File: config.mk
export PLATFORM = sky130hd
export DESIGN_NAME = parallel2serial_mc_flat
export DESIGN_NICKNAME = d
export VERILOG_FILES = /design/src/rtl/parallel2serial_mc_pkg.sv /design/src/rtl/parallel2serial_mc_if.sv /design/src/rtl/parallel2serial_mc_serial_clk_gen.sv /design/src/rtl/parallel2serial_mc.sv /design/src/flat_wrapper.sv
export SDC_FILE = /design/constraint.sdc
export NUM_CORES = 1
export LEC_CHECK = 0
export BUFFER_PORTS_ARGS = -buffer_cell sky130_fd_sc_hd__buf_2
export CAP_MARGIN = 5
export CORE_ASPECT_RATIO = 0.8
export CORE_MARGIN = 4
export CORE_UTILIZATION = 61
export DETAILED_ROUTE_END_ITERATION = 7
export PLACE_DENSITY = 0.95
export RECOVER_POWER = 50
export SETUP_SLACK_MARGIN = 0.05
export SLEW_MARGIN = 40
export SYNTH_ARGS = -nofsm -noshare
export SYNTH_HDL_FRONTEND = slang
export SYNTH_HIERARCHICAL = 1
export SYNTH_SLANG_ARGS = --single-unit
File: constraint.sdc
create_clock -name clk -period 5.36 [get_ports clk]
set_clock_uncertainty 0.2 [all_clocks]
set_input_delay 0 -clock clk [delete_from_list [all_inputs] [get_ports clk]]
set_output_delay 0 -clock clk [all_outputs]
set_load 0.02 [all_outputs]
File: src/rtl/parallel2serial_mc_pkg.sv
// rtl/parallel2serial_mc_pkg.sv - shared state encoding and serial half-period derivation
package parallel2serial_mc_pkg;

   typedef enum logic [2:0] {
      ST_IDLE,
      ST_CLEAR,
      ST_SHIFT,
      ST_STALL,
      ST_LATCH,
      ST_DONE
   } state_e;

   // Half serial period in clk cycles, rounded up so s_clk never exceeds its target rate.
   function automatic int calc_half(input int p_clk_mhz, input int s_clk_mhz);
      int h;
      h = (p_clk_mhz + 2 * s_clk_mhz - 1) / (2 * s_clk_mhz);
      return (h < 1) ? 1 : h;
   endfunction

endpackage

File: src/rtl/parallel2serial_mc_if.sv
// rtl/parallel2serial_mc_if.sv - parallel word handshake into the serializer
interface parallel2serial_mc_if #(
   parameter int DATA_BITS = 16,
   parameter int CHANNELS  = 1
);
   logic [CHANNELS*DATA_BITS-1:0] in_data;
   logic                          in_valid;
   logic                          in_last;
   logic                          in_ready;

   modport master (output in_data, output in_valid, output in_last, input in_ready);
   modport slave  (input in_data, input in_valid, input in_last, output in_ready);
endinterface

File: src/rtl/parallel2serial_mc_serial_clk_gen.sv
// rtl/parallel2serial_mc_serial_clk_gen.sv - s_clk generator with rise/fall strobes
module serial_clk_gen #(
   parameter int HALF = 1
) (
   input  logic clk,
   input  logic rst,
   input  logic en_i,
   input  logic clr_i,
   output logic s_clk_o,
   output logic rise_o,
   output logic fall_o
);
   localparam int CW = $clog2(2 * HALF);
   localparam logic [CW-1:0] RISE_AT = CW'(HALF - 1);
   localparam logic [CW-1:0] FALL_AT = CW'(2 * HALF - 1);

   logic [CW-1:0] cnt_q, cnt_d;
   logic          s_clk_q, s_clk_d;

   // Strobes mark the clk edge on which s_clk changes, so users act in lockstep with it.
   always_comb begin
      rise_o  = en_i && !clr_i && (cnt_q == RISE_AT);
      fall_o  = en_i && !clr_i && (cnt_q == FALL_AT);
      cnt_d   = cnt_q;
      s_clk_d = s_clk_q;
      if (clr_i) begin
         cnt_d   = '0;
         s_clk_d = 1'b0;
      end else if (en_i) begin
         cnt_d = fall_o ? '0 : cnt_q + 1'b1;
         if (rise_o)      s_clk_d = 1'b1;
         else if (fall_o) s_clk_d = 1'b0;
      end
   end

   always_ff @(posedge clk) begin
      if (rst) begin
         cnt_q   <= '0;
         s_clk_q <= 1'b0;
      end else begin
         cnt_q   <= cnt_d;
         s_clk_q <= s_clk_d;
      end
   end

   assign s_clk_o = s_clk_q;
endmodule

File: src/rtl/parallel2serial_mc.sv
// rtl/parallel2serial_mc.sv - multi-lane parallel-to-serial shifter with clear/latch framing
module parallel2serial_mc #(
   parameter int P_CLK_FREQ = 50,
   parameter int S_CLK_FREQ = 20,
   parameter int DATA_BITS  = 16,
   parameter int CHANNELS   = 1,
   parameter int MSB_FIRST  = 1,
   parameter int LATCH_EN   = 1
) (
   input  logic                  clk,
   input  logic                  rst,
   parallel2serial_mc_if.slave   bus,
   output logic                  busy,
   output logic                  done,
   output logic                  s_clk,
   output logic                  s_clr,
   output logic                  s_lat,
   output logic [CHANNELS-1:0]   s_dat
);
   import parallel2serial_mc_pkg::*;

   localparam int HALF = calc_half(P_CLK_FREQ, S_CLK_FREQ);
   localparam int W    = CHANNELS * DATA_BITS;
   localparam int BW   = $clog2(DATA_BITS);
   localparam logic [BW-1:0] LAST_BIT = BW'(DATA_BITS - 1);

   state_e         state_q, state_d;
   logic [W-1:0]   hold_q, hold_d, shreg_q, shreg_d, shreg_shift;
   logic           hold_last_q, hold_last_d, hold_full_q, hold_full_d, in_ready_q;
   logic           cur_last_q, cur_last_d, last_bit_q, last_bit_d;
   logic [BW-1:0]  bit_cnt_q, bit_cnt_d;
   logic           run, gen_clk, rise, fall, accept, load, word_end;

   // The generator also times CLEAR and LATCH; its clock is only exposed during SHIFT.
   assign run = (state_q == ST_CLEAR) || (state_q == ST_SHIFT) || (state_q == ST_LATCH);

   serial_clk_gen #(.HALF(HALF)) u_clk_gen (
      .clk     (clk),
      .rst     (rst),
      .en_i    (run),
      .clr_i   (!run),
      .s_clk_o (gen_clk),
      .rise_o  (rise),
      .fall_o  (fall)
   );

   assign accept   = bus.in_valid && in_ready_q;
   assign word_end = (state_q == ST_SHIFT) && fall && last_bit_q;
   assign load     = ((state_q == ST_CLEAR) && fall)
                   || (word_end && !cur_last_q && hold_full_q)
                   || ((state_q == ST_STALL) && hold_full_q);
   assign bus.in_ready = in_ready_q;

   always_ff @(posedge clk) begin
      if (rst) begin
         state_q     <= ST_IDLE;
         hold_q      <= '0;
         hold_last_q <= 1'b0;
         hold_full_q <= 1'b0;
         in_ready_q  <= 1'b0;
         shreg_q     <= '0;
         cur_last_q  <= 1'b0;
         last_bit_q  <= 1'b0;
         bit_cnt_q   <= '0;
      end else begin
         state_q     <= state_d;
         hold_q      <= hold_d;
         hold_last_q <= hold_last_d;
         hold_full_q <= hold_full_d;
         in_ready_q  <= !hold_full_d;
         shreg_q     <= shreg_d;
         cur_last_q  <= cur_last_d;
         last_bit_q  <= last_bit_d;
         bit_cnt_q   <= bit_cnt_d;
      end
   end

   always_comb begin
      state_d = state_q;
      case (state_q)
         ST_IDLE:  if (hold_full_q) state_d = ST_CLEAR;
         ST_CLEAR: if (fall) state_d = ST_SHIFT;
         ST_SHIFT: if (word_end) begin
            if (cur_last_q)        state_d = (LATCH_EN != 0) ? ST_LATCH : ST_DONE;
            else if (!hold_full_q) state_d = ST_STALL;
         end
         ST_STALL: if (hold_full_q) state_d = ST_SHIFT;
         ST_LATCH: if (fall) state_d = ST_DONE;
         ST_DONE:  state_d = ST_IDLE;
         default:  state_d = ST_IDLE;
      endcase
   end

   always_comb begin
      shreg_shift = '0;
      for (int k = 0; k < CHANNELS; k++) begin
         if (MSB_FIRST != 0)
            shreg_shift[k*DATA_BITS +: DATA_BITS] = {shreg_q[k*DATA_BITS +: DATA_BITS-1], 1'b0};
         else
            shreg_shift[k*DATA_BITS +: DATA_BITS] = {1'b0, shreg_q[k*DATA_BITS+1 +: DATA_BITS-1]};
      end
   end

   // Word end is decoded on the rising edge so the falling edge acts on a settled flag.
   always_comb begin
      hold_d      = hold_q;
      hold_last_d = hold_last_q;
      hold_full_d = hold_full_q;
      shreg_d     = shreg_q;
      cur_last_d  = cur_last_q;
      bit_cnt_d   = bit_cnt_q;
      last_bit_d  = last_bit_q;
      if (load) begin
         shreg_d     = hold_q;
         cur_last_d  = hold_last_q;
         bit_cnt_d   = '0;
         hold_full_d = 1'b0;
      end else if ((state_q == ST_SHIFT) && fall && !word_end) begin
         shreg_d   = shreg_shift;
         bit_cnt_d = bit_cnt_q + 1'b1;
      end
      if (accept) begin
         hold_d      = bus.in_data;
         hold_last_d = bus.in_last;
         hold_full_d = 1'b1;
      end
      if (rise) last_bit_d = (bit_cnt_q == LAST_BIT);
   end

   always_comb begin
      busy  = (state_q != ST_IDLE);
      done  = (state_q == ST_DONE);
      s_clr = (state_q == ST_CLEAR);
      s_lat = (state_q == ST_LATCH);
      s_clk = gen_clk && (state_q == ST_SHIFT);
      s_dat = '0;
      for (int k = 0; k < CHANNELS; k++) begin
         if ((state_q == ST_SHIFT) || (state_q == ST_STALL))
            s_dat[k] = (MSB_FIRST != 0) ? shreg_q[k*DATA_BITS + DATA_BITS - 1]
                                        : shreg_q[k*DATA_BITS];
      end
   end
endmodule
File: src/flat_wrapper.sv
// flat-port wrapper written by rule: the top's interface ports become plain ports
module parallel2serial_mc_flat import parallel2serial_mc_pkg::*;
#(
   parameter int P_CLK_FREQ = 50,
   parameter int S_CLK_FREQ = 20,
   parameter int DATA_BITS  = 16,
   parameter int CHANNELS   = 1,
   parameter int MSB_FIRST  = 1,
   parameter int LATCH_EN   = 1
)
  (clk, rst, busy, done, s_clk, s_clr, s_lat, s_dat, bus_in_data, bus_in_valid, bus_in_last, bus_in_ready);
  parallel2serial_mc_if #(.DATA_BITS(DATA_BITS), .CHANNELS(CHANNELS)) bus_i ();
  input  logic clk;
  input  logic rst;
  output logic busy;
  output logic done;
  output logic s_clk;
  output logic s_clr;
  output logic s_lat;
  output logic [CHANNELS-1:0] s_dat;
  input wire logic [$bits(bus_i.in_data)-1:0] bus_in_data;
  input wire logic [$bits(bus_i.in_valid)-1:0] bus_in_valid;
  input wire logic [$bits(bus_i.in_last)-1:0] bus_in_last;
  output wire logic [$bits(bus_i.in_ready)-1:0] bus_in_ready;
  assign bus_i.in_data = bus_in_data;
  assign bus_i.in_valid = bus_in_valid;
  assign bus_i.in_last = bus_in_last;
  assign bus_in_ready = bus_i.in_ready;
  parallel2serial_mc #(.P_CLK_FREQ(P_CLK_FREQ), .S_CLK_FREQ(S_CLK_FREQ), .DATA_BITS(DATA_BITS), .CHANNELS(CHANNELS), .MSB_FIRST(MSB_FIRST), .LATCH_EN(LATCH_EN)) u_core (.clk(clk), .rst(rst), .bus(bus_i), .busy(busy), .done(done), .s_clk(s_clk), .s_clr(s_clr), .s_lat(s_lat), .s_dat(s_dat));
endmodule
======== After elaboration in Yosys (flattened, before gate mapping) ========
Index checks and enable logic that the tools add are counted.
storage, ports and cells
  register bits ........................... 47
  bits of input ports ..................... 20
operators by class
  reductions and logical operators ........ 27
  equality and inequality tests ........... 14
  add/sub/neg operators ................... 2
  multiplexer cells ....................... 15
  bitwise gates (word level) .............. 1
operators with widths
  operator                                       number
  2-to-1 mux 16 bit                              2
  2-to-1 mux 3 bit                               7
  one-hot mux 3 bit (5 select lines)             1
  logical AND 1 bit                              11
  != test 2 x 1 -> 1 bit, second input constant  5
  == test 3 x 2 -> 1 bit, second input constant  2
  == test 3 bit, second input constant           2
  AND reduction 6 bit                            1
  logical OR 1 bit                               5
  2-to-1 mux 1 bit                               5
  adder 4 x 1 -> 4 bit, second input constant    1
  == test 4 bit, second input constant           1
  nonzero test 2 bit                             2
  OR reduction 2 bit                             2
  == test 3 x 1 -> 1 bit, second input constant  1
  zero test 1 bit                                3
  zero test 3 bit                                1
  != test 3 bit, second input constant           1
  nonzero test 3 bit                             1
  OR reduction 3 bit                             1
  adder 2 x 1 -> 2 bit, second input constant    1
  == test 2 x 1 -> 1 bit, second input constant  1
  == test 2 bit, second input constant           1
  NOT 1 bit                                      1

======== Longest topological paths before layout ========
  depth in word-level cells ............... 13
  mapped depth ............................ 12

======== By module ========
The synthesis kept the hierarchy.
modules (own cells, without submodules)
  module              times used  cells each  area each (um^2)  sequential area each (um^2)
  parallel2serial_mc  1           236         2018.2            880.8
  serial_clk_gen      1           16          167.7             60.1

======== Worst setup path after synthesis ========
No wires, ideal clock.
  path kind ............................... reg-to-reg
  from .................................... register u_core.state_q[2]
  to ...................................... register u_core.shreg_q[10]
  slack ................................... 2743 ps
  stages on the path, launching flop included .. 12
  path buffers ............................ 3
  arrival time ............................ 2271 ps
  setup time .............................. 147 ps
  period minus slack after synthesis ...... 2617 ps
  cells stage by stage .................... dfxtp_1 > buf_2 > nor2b_1 > o31a_1 > inv_1 > and3b_1 > buf_2 > mux2i_2 > o32a_4 > buf_4 > nor2_1 > a311oi_2
on the way
  cells in the longest elaborated chain, start to end .. 11
  elaborated cells on any way between the ends .. 19
RTL lines
  element                                                                  line                                                 RTL
  from (decl)                                                              parallel2serial_mc.sv:27                             state_e state_q, state_d;
  from (signal assigned)                                                   parallel2serial_mc.sv:66                             state_q <= state_d;
  == test 3 x 1 -> 1 bit / == test 3 x 2 -> 1 bit (equally long branches)  parallel2serial_mc.sv:35                             assign run = (state_q == ST_CLEAR) || (state_q == ST_SHIFT) || (state_q == ST_LATCH);
  logical OR 1 bit                                                         parallel2serial_mc.sv:35
  logical OR 1 bit (*)                                                     parallel2serial_mc.sv:35
  named net u_core.run                                                     parallel2serial_mc.sv:32                             logic run, gen_clk, rise, fall, accept, load, word_end;
  logical AND 1 bit (*)                                                    parallel2serial_mc_serial_clk_gen.sv:23              fall_o = en_i && !clr_i && (cnt_q == FALL_AT);
  named net u_core.fall                                                    parallel2serial_mc.sv:32
  logical AND 1 bit                                                        parallel2serial_mc.sv:48, parallel2serial_mc.sv:118
  logical AND 1 bit                                                        parallel2serial_mc.sv:48                             assign word_end = (state_q == ST_SHIFT) && fall && last_bit_q;
  logical AND 1 bit (2 in a row)                                           parallel2serial_mc.sv:50                             || (word_end && !cur_last_q && hold_full_q)
  logical OR 1 bit                                                         parallel2serial_mc.sv:50
  logical OR 1 bit                                                         parallel2serial_mc.sv:51                             || ((state_q == ST_STALL) && hold_full_q);
  2-to-1 mux 16 bit / nonzero test 2 bit (equally long branches)           --
  to (signal assigned)                                                     parallel2serial_mc.sv:71                             shreg_q <= shreg_d;
  to (decl)                                                                parallel2serial_mc.sv:28                             logic [W-1:0] hold_q, hold_d, shreg_q, shreg_d, shreg_shift;
Mark *: on every way through the listed nets, which the timed path passes. The rest lies on a longest branch.
A chain may end at the register's enable or synchronous reset.

======== Final worst setup path ========
  from .................................... register u_core.state_q[1]
  to ...................................... register u_core.shreg_q[5]
The elaborated chain is that of the path after synthesis.

==> results.txt <==
----------------------------------------------------
[Run status]
  Outcome ... completed

[GRT]
  Vias in the first global route ... 1786
  Overall global routing resource usage ... 23.68%
  GR Overflow Total ... 0
  Antenna violations before repair ... 0
  First-pass GRT wire length ... 8204 um
  Maximum number of pins on one net before global-route repair ... 48

[Placement]
  Final RePlAce weighted congestion ... 0.8676
  Post-Place Cells ... 303
  Number of buffers inserted by port buffering ... 26
  Estimated wirelength of the detail-placed design ... 2848 um

[Logic synthesis]
  Library cell with the largest summed area after synthesis ... sky130_fd_sc_hd__dfxtp_1
  Synth warn ... 6
  Post-synthesis sequential area ratio ... 43.05%
  Cell variety after synth ... 40
  Average instance area after synthesis ... 8.674 sq um
  Total nets after synthesis ... 275
  Synth Register Bits ... 47
  Synth top area share ... 43.05%
  Largest cells by area after synthesis ... sky130_fd_sc_hd__dfxtp_1, sky130_fd_sc_hd__nand2_1, sky130_fd_sc_hd__a311oi_2, sky130_fd_sc_hd__a21oi_1, sky130_fd_sc_hd__nor2_1
  Count of mapped cells out of synthesis ... 252
  Post-synthesis instance area ... 2186 sq um

[STA]
  Crit share post-route ... 58.86%
  Setup repair after global routing missed its margin ... false
  # setup viols final ... 0
  Number of pins with negative max-slew slack in the final report ... 0
  Final count of hold timing violations ... 0
  F_max ... 317.0 MHz
  Clock period minus final worst setup slack ... 3155 ps
  Slew of the pin with the lowest slew margin ... 943.9 ps
  Worst-case headroom to the max-slew limit ... 37.04%
  Total Neg Setup Slack ... 0 ps

[Die]
  Core footprint ... 3447 sq um
  Die area ... 4611 sq um
  Starting Density ... 63.41%
  Die height ... 61.54 um
  Site Rows ... 19
  IO Pins ... 27
  Die X ... 74.93 um

[Clock tree]
  CTS HTree Levels ... 2
  Buffers from clock root to sink, at most ... 2
  Clock input transition at the sequential cells of the worst setup and hold paths ... 80 ps
  Clk Tree Root Cell ... sky130_fd_sc_hd__clkbuf_8
  Clock tree from TritonCTS ... built
  Later-pin clock latency in the skew report ... 300 ps
  CTS sink cnt ... 47
  Total CTS buffers ... 5

[Drt]
  DR DRC count ... 0
  Routed via count ... 1939
  Number of vias per cell ... 5.670
  Detail-routed net length per standard cell ... 14.73 um
  Detail Route Antenna Nets ... 0
  Detailed-router iteration count before antenna repair ... 4
  DRT Wirelength ... 5036 um
  Iter 0 DRT Violations ... 187

[Finish]
  Final std cells w/o fill ... 342
  Diode count ... 0
  Total Nets Final ... 323
  Layout overhead on the synthesized area ... 21.81%
  Layout cell share with drive strength beyond 1 ... 16.33%

[Critical path]
  Cell breakdown of the critical path ... inv_1, nor2_1, o31a_1, inv_1, and3b_1, nand4b_1, o32a_4, nor2_1, a311oi_2
  Cell at the slowest stage of the critical path ... sky130_fd_sc_hd__dfxtp_1
  Classification of the worst setup path ... flip-flop to flip-flop
  CP Launch Type ... flip-flop
  Crit path max fanout ... 33
  Required arrival time at the worst endpoint ... 5330 ps
  Capturing element type of the critical path ... flip-flop
  Critical path's largest stage delay ... 550 ps
  Data arrival at the endpoint of the critical path ... 3120 ps

[Power]
  Cell leakage power ... 0.001032 uW
  Maximum resistive drop on vdd ... 190.1 uV
  Power, Total ... 638.5 uW
  Pwr/cell area ... 239.8 nW/um^2

[Job]
  Max Cap Violations ... 0

[Hold path]
  Worst min path class ... input port to flip-flop

----------------------------------------------------
-- area by class of cell --
cell class	instances	area [sq um]
clock buffers	6	82.58
clock inverters	1	5.005
fillers	235	784.5
inverters	4	15.01
multi-input cells	184	1121
flip-flops and latches	47	940.9
well taps	42	52.55
repair buffers	58	445.4
-- state kept, by name, summed over array words and instances (netlist names) --
signal,count
u_core/hold_q,16
u_core/shreg_q,16
u_core/bit_cnt_q,4
u_core/state_q,3
u_core/u_clk_gen/cnt_q,2
u_core/bus.in_ready,1
u_core/cur_last_q,1
u_core/hold_full_q,1
u_core/hold_last_q,1
u_core/last_bit_q,1
u_core/u_clk_gen/s_clk_o,1
-- worst max-delay path: cells and delay by family, from the launching register on --
family,cells,cell delay (ps)
DFF,1,550
and+or+nand+nor,4,1170
buffers and inverters,2,310
AOI/OAI and AO/OA,3,790
-- cell families after synthesis --
logic type                 after synthesis  share of synthesized area (%)
DFF                                     47                          43.05
buffers and inverters                   21                          5.209
xor gates and xnor gates                 3                          1.202
muxes                                    2                          1.087
adders and majority gates                3                          1.717
and+or+nand+nor                        125                          26.10
AOI/OAI and AO/OA                       51                          21.64
-- timing repair --
action                                 in CTS  in global routing
resized for setup                           0                  0
hold buffers                               32                  0
setup endpoints to repair                   0                  0
endpoints found under the hold margin      21                  0
buffers inserted                            0                  0
-- where the power goes --
group          leakage (uW)  internal, uW  total [uW]  switching [uW]
logic              0.000604          28.5        56.8            28.3
clock network     0.0000470           101         218             116
registers          0.000381           357         364            7.04
-- cell usage after synthesis --
cell	n
sky130_fd_sc_hd__ha_1	3
sky130_fd_sc_hd__nor3_1	8
sky130_fd_sc_hd__a21oi_1	23
sky130_fd_sc_hd__and3b_1	2
sky130_fd_sc_hd__o31a_1	1
sky130_fd_sc_hd__inv_1	3
sky130_fd_sc_hd__a211oi_2	1
sky130_fd_sc_hd__nor2_8	1
sky130_fd_sc_hd__o32ai_2	1
sky130_fd_sc_hd__nand3_1	3
sky130_fd_sc_hd__nand4_1	2
sky130_fd_sc_hd__or3b_4	1
sky130_fd_sc_hd__o21ai_0	1
sky130_fd_sc_hd__xor2_1	1
sky130_fd_sc_hd__a311oi_1	1
sky130_fd_sc_hd__a41oi_1	1
sky130_fd_sc_hd__and2_1	5
sky130_fd_sc_hd__mux2i_1	1
sky130_fd_sc_hd__inv_2	1
sky130_fd_sc_hd__nor3b_2	1
sky130_fd_sc_hd__buf_4	2
sky130_fd_sc_hd__clkbuf_1	8
sky130_fd_sc_hd__nand2b_1	4
sky130_fd_sc_hd__a311oi_2	15
sky130_fd_sc_hd__nand2_1	73
sky130_fd_sc_hd__o32a_4	1
sky130_fd_sc_hd__xnor2_1	2
sky130_fd_sc_hd__nand4b_1	1
sky130_fd_sc_hd__o22a_1	2
sky130_fd_sc_hd__buf_6	3
sky130_fd_sc_hd__buf_2	4
sky130_fd_sc_hd__a211oi_1	1
sky130_fd_sc_hd__or3b_1	1
sky130_fd_sc_hd__mux2i_2	1
sky130_fd_sc_hd__nor2b_1	3
sky130_fd_sc_hd__nor2_1	20
sky130_fd_sc_hd__a21bo_2	1
sky130_fd_sc_hd__a31oi_1	1
sky130_fd_sc_hd__a2111oi_0	1
sky130_fd_sc_hd__dfxtp_1	47
-- metal layers --
| layer | up-vias | track usage, % | wire length (um) |
|---|---|---|---|
| met1 | 896 | 31.36 | 2234 |
| met4 | 0 | 10.91 | 150 |
| li1 | 962 | - | - |
| met2 | 68 | 37.22 | 2356 |
| met3 | 13 | 5.057 | 295 |
| met5 | - | 0 | 0 |
-- metrics by stage --
| step | setup WS [ps] | hold slack, ps | util (%) | area (sq um) |
|---|---|---|---|---|
| CTS | 2312 | 184.8 | 77.75 | 2680 |
| floorplan | 2743 | -135.4 | - | 2186 |
| global placement | 2410 | 41.10 | 65.84 | 2270 |
| detailed placement | 2328 | 49.08 | 65.92 | 2272 |
| finish | 2205 | 218.0 | 77.24 | 2663 |
| global route | 1930 | 289.3 | 77.24 | 2663 |
-- final timing paths --
path	slack (ps)	depth (start not counted)	from	end
max	2210	9	u_core/state_q[1]	u_core/shreg_q[5]
min	220	4	bus_in_valid	u_core/hold_q[2]
max reg2reg	2210	9	u_core/state_q[1]	u_core/shreg_q[5]
min reg2reg	260	2	u_core/hold_q[0]	u_core/shreg_q[0]
-- cell usage in the layout, fill, tap and decap left out, drive strengths merged, types with 4 or more instances in the layout --
cell type,count
clkbuf,12
nor3,8
a21oi,23
dlygate4sd3,32
and2,5
nor2,21
nand2b,4
nand2,73
inv,4
dfxtp,47
a311oi,16
buf,20
No activity file was read; power rests on OpenSTA's default activity.
